## src/rtl/chat_buffer_ctrl.sv

```systemverilog
// Chat screen sequencing controller: edits the keyboard input line, hands completed
// lines to the transmitter over valid/ready, and keeps the outgoing/incoming histories.
module chat_buffer_ctrl #(
  parameter int NCHAR  = 16,
  parameter int NLINES = 5
) (
  input  logic                      clock_65mhz,
  input  logic                      reset,
  input  logic                      key_valid,
  input  logic [7:0]                key_ascii,
  input  logic                      rx_valid,
  input  logic [NCHAR*8-1:0]        rx_line,
  input  logic                      tx_ready,
  output logic                      tx_valid,
  output logic [NCHAR*8-1:0]        tx_line,
  output logic [NCHAR*8-1:0]        keyboard,
  output logic [4:0]                input_len,
  output logic [NCHAR*8*NLINES-1:0] messageout,
  output logic [NCHAR*8*NLINES-1:0] messagein,
  output logic                      key_drop
);

  localparam int LW = NCHAR * 8;
  localparam int HW = LW * NLINES;
  localparam logic [7:0] BLANK = 8'h20;
  localparam logic [LW-1:0] BLANK_LINE = {NCHAR{BLANK}};

  typedef enum logic [0:0] {IDLE = 1'b0, SEND = 1'b1} state_t;

  state_t        state_r, state_s;
  logic [LW-1:0] kb_r, kb_s;
  logic [LW-1:0] txl_r, txl_s;
  logic [4:0]    len_r, len_s;
  logic          txv_r, txv_s;
  logic          drop_r, drop_s;
  logic [HW-1:0] mout_r, mout_s;
  logic [HW-1:0] min_r, min_s;
  logic          handshake_s;
  logic          printable_s;

  // Newest line enters the top slot; slot 0 (oldest) is discarded.
  function automatic logic [HW-1:0] push_line(input logic [HW-1:0] hist,
                                               input logic [LW-1:0] line);
    return {line, hist[HW-1:LW]};
  endfunction

  // Next-state logic; the handshake is resolved first so a same-cycle key sees pre-edge state.
  always_comb begin
    state_s     = state_r;
    kb_s        = kb_r;
    txl_s       = txl_r;
    len_s       = len_r;
    txv_s       = txv_r;
    drop_s      = 1'b0;
    mout_s      = mout_r;
    min_s       = min_r;
    handshake_s = (state_r == SEND) && tx_ready;
    printable_s = (key_ascii >= 8'h20) && (key_ascii <= 8'h7E);

    if (handshake_s) begin
      mout_s  = push_line(mout_r, txl_r);
      txv_s   = 1'b0;
      state_s = IDLE;
    end else begin
      mout_s = mout_r;
    end

    if (rx_valid) begin
      min_s = push_line(min_r, rx_line);
    end else begin
      min_s = min_r;
    end

    if (key_valid) begin
      if (printable_s) begin
        if (len_r < 5'(NCHAR)) begin
          kb_s[LW-8-8*int'(len_r) +: 8] = key_ascii;
          len_s = len_r + 5'd1;
        end else begin
          drop_s = 1'b1;
        end
      end else if (key_ascii == 8'h08) begin
        if (len_r != 5'd0) begin
          kb_s[LW-8*int'(len_r) +: 8] = BLANK;
          len_s = len_r - 5'd1;
        end else begin
          len_s = len_r;
        end
      end else if (key_ascii == 8'h0D) begin
        if (len_r == 5'd0) begin
          drop_s = 1'b0;
        end else if (state_r == SEND) begin
          drop_s = 1'b1;
        end else begin
          txl_s   = kb_r;
          txv_s   = 1'b1;
          kb_s    = BLANK_LINE;
          len_s   = 5'd0;
          state_s = SEND;
        end
      end else begin
        drop_s = 1'b0;
      end
    end else begin
      drop_s = 1'b0;
    end
  end

  // State and output registers; reset overrides every concurrent strobe.
  always_ff @(posedge clock_65mhz) begin
    if (reset) begin
      state_r <= IDLE;
      kb_r    <= BLANK_LINE;
      txl_r   <= BLANK_LINE;
      len_r   <= 5'd0;
      txv_r   <= 1'b0;
      drop_r  <= 1'b0;
      mout_r  <= {NLINES{BLANK_LINE}};
      min_r   <= {NLINES{BLANK_LINE}};
    end else begin
      state_r <= state_s;
      kb_r    <= kb_s;
      txl_r   <= txl_s;
      len_r   <= len_s;
      txv_r   <= txv_s;
      drop_r  <= drop_s;
      mout_r  <= mout_s;
      min_r   <= min_s;
    end
  end

  assign tx_valid   = txv_r;
  assign tx_line    = txl_r;
  assign keyboard   = kb_r;
  assign input_len  = len_r;
  assign messageout = mout_r;
  assign messagein  = min_r;
  assign key_drop   = drop_r;

endmodule

```

## config.mk

```make
export PLATFORM = sky130hd
export DESIGN_NAME = chat_buffer_ctrl
export DESIGN_NICKNAME = d
export VERILOG_FILES = /design/src/rtl/chat_buffer_ctrl.sv
export SDC_FILE = /design/constraint.sdc
export NUM_CORES = 2
export LEC_CHECK = 0
export ABC_CLOCK_PERIOD_IN_PS = 4400
export CAP_MARGIN = 25
export CORE_AREA = 2 2 653 655
export CTS_CLUSTER_SIZE = 20
export DETAILED_ROUTE_END_ITERATION = 12
export DIE_AREA = 0 0 655 657
export SYNTH_ARGS = -nofsm -noshare
export SYNTH_HDL_FRONTEND = slang
export SYNTH_SLANG_ARGS = --single-unit
```

## constraint.sdc

```tcl
create_clock -name clock_65mhz -period 4.4 [get_ports clock_65mhz]
set_input_delay 0.88 -clock clock_65mhz [delete_from_list [all_inputs] [get_ports clock_65mhz]]
set_output_delay 0.88 -clock clock_65mhz [all_outputs]
set_load 0.02 [all_outputs]
```

==> results.tsv <==
stage	metric	value	unit
run_status	status	complete, no violations	
sta	Max-slew headroom	0.230	
clock_network	setup bufs post-CTS	0	
synthesis	Area contributors post-synth	dfxtp_1 57%, mux2i_1 12%, nand2_1 12%	
sta	Tmin final	4010	ps
drt	number of iterations in the first detailed-routing pass	6	
flow_run	Max-cap violations	0	
global_routing	initial antenna violation count	86	
synthesis	top post-synthesis cells by count	1679 x nand2_1, 1544 x dfxtp_1, 689 x a21oi_1	
synthesis	Synth Flop Type	dfxtp_1	
synthesis	sequential area share after synthesis	0.569	
setup_path	crit path max fanout	14	
clock_network	post-CTS resize count	0	
global_routing	largest net degree at the start of global routing	185	
sta	f_max	0.249	GHz
clock_network	hold_buf cts	0	
drt	1st-iter DRT viols	6130	
die	number of core rows	239	
global_routing	Congestion Overflow GR	0	
synthesis	Adder-Cell Fraction of Synth Area	0.00345	
synthesis	simple-gate share of the synthesized area	0.183	
die	Starting Density	0.129	
place	PortBufs	1683	
synthesis	post-synthesis compound-gate area fraction	0.0924	
synthesis	Synth top area share	0.569	
global_routing	GRT met3 Usage	0.0426	
die	Die X	655	microns
clock_network	root buffer cell	clkbuf_16	
setup_path	R2R cell count	13	
worst_hold_path	Worst Hold Class	register to register	
clock_network	later-pin clock latency in the skew report	940	ps
synthesis	most instantiated library cell after synthesis	nand2_1	
clock_network	CTS tree	done	
setup_path	Worst EP required	5200	ps
synthesis	synthesized instance count	6080	
place	Post-DP HPWL	319000	microns
drt	Routed WL	388000	microns
layout	fin nets	7863	
sta	Slew Limit Fails	0	
synthesis	Post-synth EDFFs	0	
synthesis	syn avg cell area	8.94	sq um
synthesis	mux cell area share after synthesis	0.119	
drt	via-per-instance ratio	3.83	
synthesis	post-synthesis xor/xnor area fraction	0.00113	
layout	Finished Cell Area	0.0855	sq mm
drt	total number of vias	51979	
setup_path	internal reg-to-reg setup slack	390	ps
place	# placed instances	13176	
die	Die Area	0.430	sq mm
synthesis	#FFs+latches synth	1544	
global_routing	GR Util All Layers	0.171	
setup_path	critical path class	register to register	
setup_path	reg2reg start	input_len[3]	
drt	Detail Route Antenna Nets	0	
synthesis	Post-synth ARST share	0	
clock_network	Num CTS Buffers	192	
power_and_ir_drop	VDD IR-drop max	0.000347	V
setup_path	worst flop-to-flop path endpoint	keyboard[94]	
synthesis	Synth Cell Area	0.0544	sq mm
setup_path	CP endpoint kind	register	
die	# IOs	1684	
sta	setup TNS	0	ps
clock_network	clock slew at reported path FFs	70	ps
die	Core ar.	0.423	sq mm
clock_network	H-tree Lvls	4	
power_and_ir_drop	Power Density	389	mW/mm^2
layout	layout cells sized above 1	0.0670	
global_routing	vias in the first global route	46998	
setup_path	crit start category	register	
power_and_ir_drop	Leak	30.7	nW
setup_path	crit path to	keyboard[94]	
sta	Final Hold Fails	0	
global_routing	gr busiest metal	met2	
layout	fin cells	13559	
sta	Max Clock Skew	139	ps
sta	RSZ-0062 raised after global routing	no	
synthesis	Yosys warnings	0	
setup_path	Arr. time, crit path	4810	ps
place	GP Congestion	0.957	
layout	area grow syn2layout	57.3	%
synthesis	Synth area leader	dfxtp_1	
sta	Worst-Margin Slew	1160	ps
drt	drt drc	0	
setup_path	crit path launch	input_len[3]	
drt	Avg WL per Cell	28.6	microns
synthesis	largest family of logic cells by synthesized area	simple AND/OR/NAND/NOR gates	
global_routing	met2 usage	0.278	
sta	period utilisation layout	0.911	
layout	Filler Cell Count	46873	
die	Vert. Die Dim	657	microns
synthesis	synth unique cells	70	
clock_network	worst-case clock buffer depth	4	
place	Placed Instance Area	0.0786	sq mm
global_routing	first-pass GRT wire length	493000	microns
global_routing	GR Util met1	0.217	
clock_network	clock sink count	1544	
synthesis	Mapped Nets	6236	
sta	Final setup viols	0	
## per-layer routing
layer | routed length [microns] | part of all wire
met2 | 179000 | 0.46
met4 | 17100 | 0.044
met1 | 161000 | 0.41
met3 | 31200 | 0.080
met5 | 162 | 0.00042
## worst max-delay path: stages, from the launching register on
cell,delay [ps]
dfxtp_1,500
buf_4,270
o21a_1,190
o21bai_1,130
o21ai_0,100
and3_1,250
nand2_1,90
ha_1,320
nor4bb_1,440
and4_1,340
o221a_2,270
nand3_1,110
a221oi_2,690
o22ai_1,190
## metrics by stage
step / worst slack (ps) / util / total power, W / hold slack (ps)
floorplan: 56.3 / - / 0.0155 / 505
global placement: 443 / 0.186 / 0.0164 / 441
detailed placement: 400 / 0.186 / 0.0164 / 446
CTS: 461 / 0.202 / 0.0338 / 355
global route: 12.8 / 0.202 / 0.0344 / 415
finish: 390 / 0.202 / 0.0333 / 401
## worst min-delay path by stage
stage / slack (ps) / startpoint / to / cells past startpoint
after global routing: 420 / reset / messageout[530] / 2
after CTS: 360 / reset / messageout[523] / 2
final: 400 / messageout[140] / messageout[12] / 2
after floorplan: 510 / state_r / key_drop / 2
after detailed placement: 450 / messageout[111] / messageout[111] / 2
after global placement: 440 / messageout[106] / messageout[106] / 2
## final cells by class
class | instances | area, sq um | share of cell area
antenna | 32 | 80.1 | 0.000936
clock buffer | 268 | 5490 | 0.0642
clock inverter | 83 | 1310 | 0.0154
inverter | 34 | 135 | 0.00158
multi-input combinational | 4073 | 21800 | 0.255
sequential | 1544 | 30900 | 0.361
tap | 5663 | 7090 | 0.0828
timing repair buffer | 1862 | 18700 | 0.219
## state kept, by name, summed over array words and instances (netlist names)
| register | cells |
|---|---|
| tx_valid | 1 |
| messagein | 640 |
| tx_line | 128 |
| keyboard | 128 |
| state_r | 1 |
| messageout | 640 |
| input_len | 5 |
| key_drop | 1 |
## layout by cell type (no fill, tap or decap), drive strengths merged, types with 5 or more instances in the layout
cell / synthesis / layout
a211oi: 5 / 5
a21oi: 689 / 689
a22o: 6 / 6
a2bb2oi: 9 / 9
a31oi: 9 / 9
a32o: 5 / 5
and2: 14 / 14
and3: 6 / 6
buf: 64 / 182
bufinv: 0 / 23
clkbuf: 365 / 268
clkdlybuf4s50: 0 / 1680
clkinv: 0 / 48
dfxtp: 1544 / 1544
diode: 0 / 32
ha: 15 / 15
inv: 34 / 42
mux2i: 647 / 647
nand2: 1679 / 1679
nand2b: 14 / 14
nand3: 114 / 114
nand4: 12 / 12
nor2: 605 / 605
nor2b: 13 / 13
nor3: 10 / 10
nor3b: 6 / 6
nor4: 7 / 7
o2111ai: 9 / 9
o211ai: 14 / 14
o21a: 6 / 6
o21ai: 29 / 29
o22ai: 22 / 22
o2bb2ai: 50 / 50
or2: 5 / 5
or3: 5 / 5
or4: 7 / 7
xnor2: 6 / 6
## power breakdown
part           switching, W  internal, W
clock network       0.00702       0.0102
logic               0.00109     0.000698
registers          0.000216       0.0141
## logic make-up after synthesis
| logic type | after synthesis |
|---|---|
| multiplexers | 647 |
| XOR/XNOR | 7 |
| AO/OA/AOI/OAI | 891 |
| buffers and inverters | 463 |
| flip-flops | 1544 |
| adder cells (fa/ha/maj) | 15 |
| AND/OR/NAND/NOR | 2513 |
Note: power is estimated with default switching activity, not from simulation.
